`src/rtl/flash_pkg.sv`:
```
// Shared types and helpers for the Wishbone-to-parallel-NOR flash bridge.
package flash_pkg;

    localparam int unsigned BUS_DW = 32;

    typedef enum logic [2:0] {
        ST_IDLE,
        ST_RD,
        ST_WR_SETUP,
        ST_WR_PULSE,
        ST_WR_HOLD,
        ST_ACK,
        ST_ERR
    } flash_state_e;

    // Lane 0 is the most significant flash-width slice of the bus word.
    typedef struct packed {
        logic       valid;
        logic [1:0] idx;
    } lane_t;

    function automatic int unsigned flash_beats(input int unsigned dw);
        return BUS_DW / dw;
    endfunction

    function automatic lane_t lane_decode(input logic [3:0] sel, input int unsigned dw);
        lane_t l;
        l = '0;
        if (dw == 16) begin
            case (sel)
                4'b1100: begin l.valid = 1'b1; l.idx = 2'd0; end
                4'b0011: begin l.valid = 1'b1; l.idx = 2'd1; end
                default: ;
            endcase
        end else begin
            case (sel)
                4'b1000: begin l.valid = 1'b1; l.idx = 2'd0; end
                4'b0100: begin l.valid = 1'b1; l.idx = 2'd1; end
                4'b0010: begin l.valid = 1'b1; l.idx = 2'd2; end
                4'b0001: begin l.valid = 1'b1; l.idx = 2'd3; end
                default: ;
            endcase
        end
        return l;
    endfunction

endpackage

```
`src/rtl/flash_wait_counter.sv`:
```
// Loadable down-counter timing read beats and the write-enable pulse.
module flash_wait_counter #(
    parameter int unsigned W = 3
) (
    input  logic         wb_clk_i,
    input  logic         wb_rst_i,
    input  logic         load,
    input  logic         dec,
    input  logic [W-1:0] load_val,
    output logic         done_c
);

    logic [W-1:0] cnt_q;

    always_ff @(posedge wb_clk_i) begin
        if (wb_rst_i) begin
            cnt_q <= '0;
        end else if (load) begin
            cnt_q <= load_val;
        end else if (dec && (cnt_q != '0)) begin
            cnt_q <= cnt_q - W'(1);
        end
    end

    // Pulses in the last cycle of the loaded interval.
    assign done_c = dec && (cnt_q == '0);

endmodule

```
`src/rtl/wb_flash_ctrl.sv`:
```
// Wishbone classic slave bridging the 32-bit bus to an 8/16-bit asynchronous NOR flash.
module wb_flash_ctrl
    import flash_pkg::*;
#(
    parameter int unsigned FLASH_DW = 8,
    parameter int unsigned FLASH_AW = 23,
    parameter int unsigned RD_WAIT  = 6,
    parameter int unsigned WR_WAIT  = 6,
    parameter bit          WRITE_EN = 1'b1
) (
    input  logic                wb_clk_i,
    input  logic                wb_rst_i,
    input  logic [31:0]         wb_adr_i,
    input  logic [31:0]         wb_dat_i,
    output logic [31:0]         wb_dat_o,
    input  logic [3:0]          wb_sel_i,
    input  logic                wb_we_i,
    input  logic                wb_stb_i,
    input  logic                wb_cyc_i,
    output logic                wb_ack_o,
    output logic                wb_err_o,
    output logic [FLASH_AW-1:0] flash_adr_o,
    input  logic [FLASH_DW-1:0] flash_dat_i,
    output logic [FLASH_DW-1:0] flash_dat_o,
    output logic                flash_dat_oe,
    output logic                flash_ce,
    output logic                flash_oe,
    output logic                flash_we,
    output logic                flash_rst
);

    localparam int unsigned BEATS    = flash_beats(FLASH_DW);
    localparam int unsigned MAX_WAIT = (RD_WAIT > WR_WAIT) ? RD_WAIT : WR_WAIT;
    localparam int unsigned CW       = $clog2(MAX_WAIT + 1);

    flash_state_e        state_q, state_d;
    logic [1:0]          beat_q, beat_d;
    logic                ack_d, err_d, ce_d, oe_d, we_d, dat_oe_d;
    logic [31:0]         rdat_d;
    logic [FLASH_AW-1:0] adr_d;
    logic [FLASH_DW-1:0] wdat_d;
    logic                cnt_load, cnt_dec, cnt_done_c;
    logic [CW-1:0]       cnt_val;
    logic [31:0]         word_base;
    logic                acc;
    lane_t               lane;
    logic                unused_adr_lsb;

    assign acc            = wb_stb_i & wb_cyc_i;
    assign lane           = lane_decode(wb_sel_i, FLASH_DW);
    assign word_base      = 32'(wb_adr_i[31:2]) * 32'(BEATS);
    assign flash_rst      = !wb_rst_i;
    assign unused_adr_lsb = ^wb_adr_i[1:0];

    flash_wait_counter #(.W(CW)) u_wait (
        .wb_clk_i (wb_clk_i),
        .wb_rst_i (wb_rst_i),
        .load     (cnt_load),
        .dec      (cnt_dec),
        .load_val (cnt_val),
        .done_c   (cnt_done_c)
    );

    // State and registered outputs; every output below is the next-cycle value.
    always_ff @(posedge wb_clk_i) begin
        if (wb_rst_i) begin
            state_q      <= ST_IDLE;
            beat_q       <= '0;
            wb_ack_o     <= 1'b0;
            wb_err_o     <= 1'b0;
            wb_dat_o     <= '0;
            flash_adr_o  <= '0;
            flash_dat_o  <= '0;
            flash_dat_oe <= 1'b0;
            flash_ce     <= 1'b1;
            flash_oe     <= 1'b1;
            flash_we     <= 1'b1;
        end else begin
            state_q      <= state_d;
            beat_q       <= beat_d;
            wb_ack_o     <= ack_d;
            wb_err_o     <= err_d;
            wb_dat_o     <= rdat_d;
            flash_adr_o  <= adr_d;
            flash_dat_o  <= wdat_d;
            flash_dat_oe <= dat_oe_d;
            flash_ce     <= ce_d;
            flash_oe     <= oe_d;
            flash_we     <= we_d;
        end
    end

    always_comb begin
        state_d  = state_q;
        beat_d   = beat_q;
        ack_d    = 1'b0;
        err_d    = 1'b0;
        ce_d     = 1'b1;
        oe_d     = 1'b1;
        we_d     = 1'b1;
        dat_oe_d = 1'b0;
        rdat_d   = wb_dat_o;
        adr_d    = flash_adr_o;
        wdat_d   = flash_dat_o;
        cnt_load = 1'b0;
        cnt_dec  = 1'b0;
        cnt_val  = '0;

        unique case (state_q)
            ST_IDLE: begin
                if (acc) begin
                    if (!wb_we_i) begin
                        state_d  = ST_RD;
                        beat_d   = '0;
                        adr_d    = FLASH_AW'(word_base);
                        ce_d     = 1'b0;
                        oe_d     = 1'b0;
                        cnt_load = 1'b1;
                        cnt_val  = CW'(RD_WAIT - 1);
                    end else if (lane.valid && WRITE_EN) begin
                        state_d  = ST_WR_SETUP;
                        beat_d   = lane.idx;
                        adr_d    = FLASH_AW'(word_base + 32'(lane.idx));
                        wdat_d   = wb_dat_i[FLASH_DW*(BEATS-1-32'(lane.idx)) +: FLASH_DW];
                        ce_d     = 1'b0;
                        dat_oe_d = 1'b1;
                    end else begin
                        state_d = ST_ERR;
                        err_d   = 1'b1;
                    end
                end
            end
            ST_RD: begin
                if (!acc) begin
                    state_d = ST_IDLE;
                end else begin
                    ce_d    = 1'b0;
                    oe_d    = 1'b0;
                    cnt_dec = 1'b1;
                    // Beat 0 lands in the most significant slice (big-endian).
                    if (cnt_done_c) begin
                        rdat_d[FLASH_DW*(BEATS-1-32'(beat_q)) +: FLASH_DW] = flash_dat_i;
                        if (beat_q == 2'(BEATS - 1)) begin
                            state_d = ST_ACK;
                            ack_d   = 1'b1;
                            ce_d    = 1'b1;
                            oe_d    = 1'b1;
                        end else begin
                            beat_d   = beat_q + 2'd1;
                            adr_d    = FLASH_AW'(word_base + 32'(beat_q) + 32'd1);
                            cnt_load = 1'b1;
                            cnt_val  = CW'(RD_WAIT - 1);
                        end
                    end
                end
            end
            ST_WR_SETUP: begin
                if (!acc) begin
                    state_d = ST_IDLE;
                end else begin
                    state_d  = ST_WR_PULSE;
                    ce_d     = 1'b0;
                    dat_oe_d = 1'b1;
                    we_d     = 1'b0;
                    cnt_load = 1'b1;
                    cnt_val  = CW'(WR_WAIT - 1);
                end
            end
            ST_WR_PULSE: begin
                if (!acc) begin
                    state_d = ST_IDLE;
                end else begin
                    ce_d     = 1'b0;
                    dat_oe_d = 1'b1;
                    cnt_dec  = 1'b1;
                    if (cnt_done_c) begin
                        state_d = ST_WR_HOLD;
                    end else begin
                        we_d = 1'b0;
                    end
                end
            end
            ST_WR_HOLD: begin
                if (!acc) begin
                    state_d = ST_IDLE;
                end else begin
                    state_d = ST_ACK;
                    ack_d   = 1'b1;
                end
            end
            ST_ACK, ST_ERR: state_d = ST_IDLE;
            default:        state_d = ST_IDLE;
        endcase
    end

endmodule

```
`config.mk`:
```
export PLATFORM = sky130hd
export DESIGN_NAME = wb_flash_ctrl
export DESIGN_NICKNAME = d
export VERILOG_FILES = /design/src/rtl/flash_pkg.sv /design/src/rtl/flash_wait_counter.sv /design/src/rtl/wb_flash_ctrl.sv
export SDC_FILE = /design/constraint.sdc
export NUM_CORES = 1
export LEC_CHECK = 0
export BUFFER_PORTS_ARGS = -buffer_cell sky130_fd_sc_hd__buf_4
export CELL_PAD_IN_SITES_DETAIL_PLACEMENT = 1
export CELL_PAD_IN_SITES_GLOBAL_PLACEMENT = 2
export CORE_UTILIZATION = 30
export CTS_BUF_LIST = sky130_fd_sc_hd__clkbuf_2 sky130_fd_sc_hd__clkbuf_4 sky130_fd_sc_hd__clkbuf_8
export DETAILED_ROUTE_END_ITERATION = 8
export GPL_ROUTABILITY_DRIVEN = 0
export PLACE_DENSITY_LB_ADDON = 0.1
export SLEW_MARGIN = 10
export SYNTH_ARGS = -nofsm -noshare
export SYNTH_HDL_FRONTEND = slang
export SYNTH_SLANG_ARGS = --single-unit
```
`constraint.sdc`:
```
create_clock -name wb_clk_i -period 4.1 [get_ports wb_clk_i]
set_input_delay 0.41 -clock wb_clk_i [delete_from_list [all_inputs] [get_ports wb_clk_i]]
set_output_delay 0.41 -clock wb_clk_i [all_outputs]
set_load 0.02 [all_outputs]
```
* After elaboration in Yosys (flattened, before gate mapping)
Index checks and enable logic that the tools add are counted.
** Word-level totals
- Output and inout port bits :: 70
- Logic and storage cells :: 121
- Bits of input ports :: 81
- Register bits after elaboration :: 77
** Operators by class
- Shifts and indexed selects :: 3
- Mux-type cells :: 63
- Add/subtract/negate cells :: 8
- Bitwise gates (word level) :: 3
- Eq/ne operators :: 17
- Reduce and logical (&&, ||, !) cells :: 15
** Operator list (count)
- $mux W23 :: 6
- $mux W3 :: 16
- $add A23 B2 Y23 :: 2
- $pmux W23 S2 :: 1
- $neg A32 Y34 :: 1
- $shift A8 B34 Y32 const A :: 1
- $shiftx A8 B34 Y32 :: 1
- $shiftx A32 B33 Y8 :: 1
- $bwmux W32 :: 1
- $add A23 B1 Y23 const B :: 1
- $mux W1 :: 22
- $pmux W3 S5 :: 1
- $mux W2 :: 7
- $ne A3 B3 Y1 const B :: 4
- $pmux W3 S4 :: 1
- $pmux W3 S3 :: 1
- $ne A2 B2 Y1 const B :: 4
- $pmux W1 S2 :: 4
- $reduce_and A4 Y1 :: 2
- $eq A3 B2 Y1 const B :: 2
- $logic_not A3 Y1 :: 2
- $pmux W1 S3 :: 2
- $reduce_and A6 Y1 :: 1
- $sub A2 B2 Y3 const A :: 2
- 19 further kinds :: 23

* Depth between registers and ports, before layout
- Word-level depth :: 8
- Depth in mapped cells :: 8
- Depth with buffers taken out :: 7

* Cells and area by module
A second synthesis with hierarchy kept.
** Second synthesis, totals
- Cells, all modules :: 404
- Area, all modules :: 3612.2 um2
** Modules (own cells, without submodules)
- wb_flash_ctrl :: area an instance 3400.8 um2, seq. area each 1441.4 um2, instances 1, cells each 381
- flash_wait_counter :: area an instance 211.5 um2, seq. area each 60.1 um2, instances 1, cells each 23

* Worst setup path after synthesis
OpenSTA, ideal clock, no wires.
- Path kind :: in2reg
- Start point :: input wb_sel_i[2]
- End point :: register flash_dat_o[1]
- Data required time :: 3983 ps
- Path buffers :: 0
- Library setup time :: 117 ps
- Data arrival time :: 1852 ps
- Setup slack :: 2131 ps
- Cell stages on the path :: 4
- Path through :: xnor2_1 > nor3_2 > mux4_1 > a22o_1
** Between the ends
- Cells in the longest elaborated chain, start to end :: 4
- Elaborated cells between the ends (all ways) :: 8
- Classes of those cells :: add/sub: 1; eq/ne: 4; shift: 1; mux: 1; reduce/logical: 1
** Ends and longest elaborated chain
- start, declared :: RTL line wb_flash_ctrl.sv:16 : input logic [3:0] wb_sel_i,
- $eq A4 B1 Y1 (tied with other cells) :: RTL line flash_pkg.sv:36 : case (sel)
- $pmux W3 S4 * :: RTL line flash_pkg.sv:36
- $sub A2 B2 Y3 :: RTL line wb_flash_ctrl.sv:124 : wdat_d = wb_dat_i[FLASH_DW*(BEATS-1-32'(lane.idx)) +: FLASH_DW];
- $shiftx A32 B33 Y8 :: RTL line wb_flash_ctrl.sv:124
- end signal, assigned :: RTL line wb_flash_ctrl.sv:85 : flash_dat_o <= wdat_d;
- end, declared :: RTL line wb_flash_ctrl.sv:24 : output logic [FLASH_DW-1:0] flash_dat_o,
Every way passes the cells marked *; elsewhere a longest branch is shown, timed or not.
A chain may end at the register's enable or synchronous reset.

==> out/metrics.cfg <==
[synth]
synth_top_area_share_pct = 41.77
synth-adder-area-share_pct = 2.436
synth_edf_count = 0
syn_nets = 496
synthFlopType = dfxtp_1
synth_top_family_by_area = simple AND/OR/NAND/NOR gates
yosys.area_share.simple_pct = 24.43
synth_compound_area_share_pct = 16.60
syn_inst = 408
synth.avg_cell_area_um2 = 8.811
muxShareOfSynthArea_pct = 5.848
ys_warn_count = 0
ys_ff_latch = 75
seq_area_frac_synth_pct = 41.77
synth_area_leaders = dfxtp_1 (42%), a21oi_1 (7.9%), mux4_1 (5.8%), nand2_1 (5.4%), nand3_1 (4.7%)
yosysTopAreaCell = dfxtp_1
async_flop_share_pct = 0
ys_types = 40
synth-xor-area-share_pct = 4.873
syn_area_mm2 = 0.003595

[sta]
finalCriticalPeriod_ns = 2.382
hold_viol_final = 0
fin_hold_ws_ns = 0.3181
setup_violations = 0
worst_clock_skew_ns = 0.004295
fin_crit_sh_pct = 58.09
max_slew_margin_pct = 38.74
slew_violations = 0
rsz0062_at_grt = no
fin_tns_setup_ns = 0
tightest_slew_ns = 0.9118
fmaxAchievable_mhz = 419.8

[flow_run]
maxCapViolCount = 0

[global_route]
overflow = 0
grt_pass1_vias = 3542
grt_usage_pct = 18.55
grt_antenna_before_repair = 0
grt_pass1_wl_um = 18130
grt_max_degree = 52

[min_path]
hold_path_startpoint = wb_adr_i[22]
worstHoldPathType = input port to flop
holdPathEnd = flash_adr_o[22]
hold_depth = 3

[worst_setup_path]
critPathKind = flop to flop
r2r-end = flash_adr_o[14]
start_kind = flop
cp.arrival_ns = 2.67
end_kind = flop
regToRegSetupSlack_ns = 1.72
critPathRequiredTime_ns = 4.39
path_max_fanout = 12
r2r-start = flash_adr_o[0]
r2r_cells = 6

[drt]
drc_errors = 14
post_drt_via_cell_ratio = 5.189
firstDrtPassIters = 6
wire_per_inst_um = 16.56
postRouteAntennaNets = 0
wl_um = 11320
drtIter0Drc = 138
vias = 3549

[cells_and_area]
fin_util_pct = 42.57
drive_gt1_share_pct = 31.24
layout_common_cells = buf_4 (142), dfxtp_1 (75), a21oi_1 (57)
final_cells = 684
diodes = 0
final_nets = 624
layout_commonest_cell = buf_4
area_growth_pct = 36.96

[pwr]
p_per_area_mw_per_mm2 = 327.8
p_leak_nw = 1.989
vdd_drop_max_uv = 145.4

[clock_network]
insertion_delay_ns = 0.35
cts_resized = 0
clockBufferDepth = 2
path_clk_slew_ns = 0.08
cts_sinks = 75
htreeDepth = 3
cts_tree = done
cts_hold_buf = 0
numCtsBuffers = 9
cts_setup_buffers = 0
cts-root-buf = clkbuf_8

[status]
status = finished, violations left
violations = DRC

[floorplanning]
core_region_area_mm2 = 0.01156
fp.dieH_um = 111.5
die_w_um = 111.5
rows = 39
ioPinCount = 151
dieArea_mm2 = 0.01242
initial_utilization_pct = 31.08

[placement]
hpwlAfterDp_um = 8245
place_inst = 668
numPortBuffers = 139

==> sequential cells by signal, indices dropped and copies added (netlist names) <==
name,flops
wb_err_o,1
flash_oe,1
flash_adr_o,23
wb_ack_o,1
state_q,3
flash_dat_oe,1
wb_dat_o,32
u_wait.cnt_q,3
flash_ce,1
flash_we,1
flash_dat_o,8
==> area by class of cell <==
| class | instances | area (µm²) |
|---|---|---|
| clock inverter | 5 | 52.55 |
| clock buffer | 11 | 145.1 |
| timing repair buffer | 142 | 1066 |
| fill | 1376 | 6641 |
| tap | 143 | 178.9 |
| multi-input combinational | 301 | 1953 |
| sequential | 75 | 1501 |
| inverter | 7 | 26.28 |
==> cells by family after synthesis <==
group / Yosys count
and+or+nand+nor: 171
AOI/OAI and AO/OA: 95
DFF: 75
buffers and inverters: 32
xor gates and xnor gates: 20
muxes: 8
adders and majority gates: 7
==> worst max path at each step <==
stage                               from              end  slack (ns)
final                     flash_adr_o[0]  flash_adr_o[14]        1.72
after global routing      flash_adr_o[0]  flash_adr_o[14]        1.46
after CTS                 flash_adr_o[0]  flash_adr_o[14]        1.63
after detailed placement  flash_adr_o[0]  flash_adr_o[14]        1.67
after global placement    flash_adr_o[0]  flash_adr_o[22]        1.69
after floorplan              wb_sel_i[2]   flash_dat_o[1]        2.13
==> cell usage after synthesis, drive strengths merged (7+ instances only) <==
| master | count |
|---|---|
| and3 | 7 |
| xor2 | 15 |
| clkbuf | 19 |
| nand2 | 52 |
| nor3 | 10 |
| nand3 | 34 |
| a22o | 8 |
| nand4 | 25 |
| ha | 7 |
| mux4 | 8 |
| a21oi | 57 |
| o21ai | 14 |
| inv | 7 |
| nor2 | 18 |
| dfxtp | 75 |
==> power by group <==
group	switching, W	leakage (nW)	internal, W	total, W
combinational	0.000140	1.28	0.000119	0.000259
sequential	0.0000194	0.608	0.000751	0.000770
clock	0.000283	0.103	0.000302	0.000584
==> critical path, stage by stage, from the launching register on <==
cell	delay, ns
dfxtp_1	0.60
ha_1	0.40
nand4bb_1	0.29
nor2b_1	0.58
nand2_1	0.14
xor2_1	0.17
a21oi_1	0.13
==> metal layers <==
metal	vias up	GRT usage [%]	part of all wire, %
met4	0	7.568	0.94
met5	-	0	0
met3	7	5.063	7.8
met2	111	29.75	47
met1	1692	23.57	45
li1	1739	-	-
==> stage by stage <==
stage	total power [W]	setup slack (ns)	instance area (µm²)
6_report	0.001614	1.718	4923
2_1_floorplan	0.0009224	2.131	3595
4_1_cts	0.001641	1.626	4923
3_3_place_gp	0.001045	1.695	4726
5_1_grt	0.001690	1.459	4923
3_5_place_dp	0.001049	1.666	4726
(Power assumes the default switching activity.)
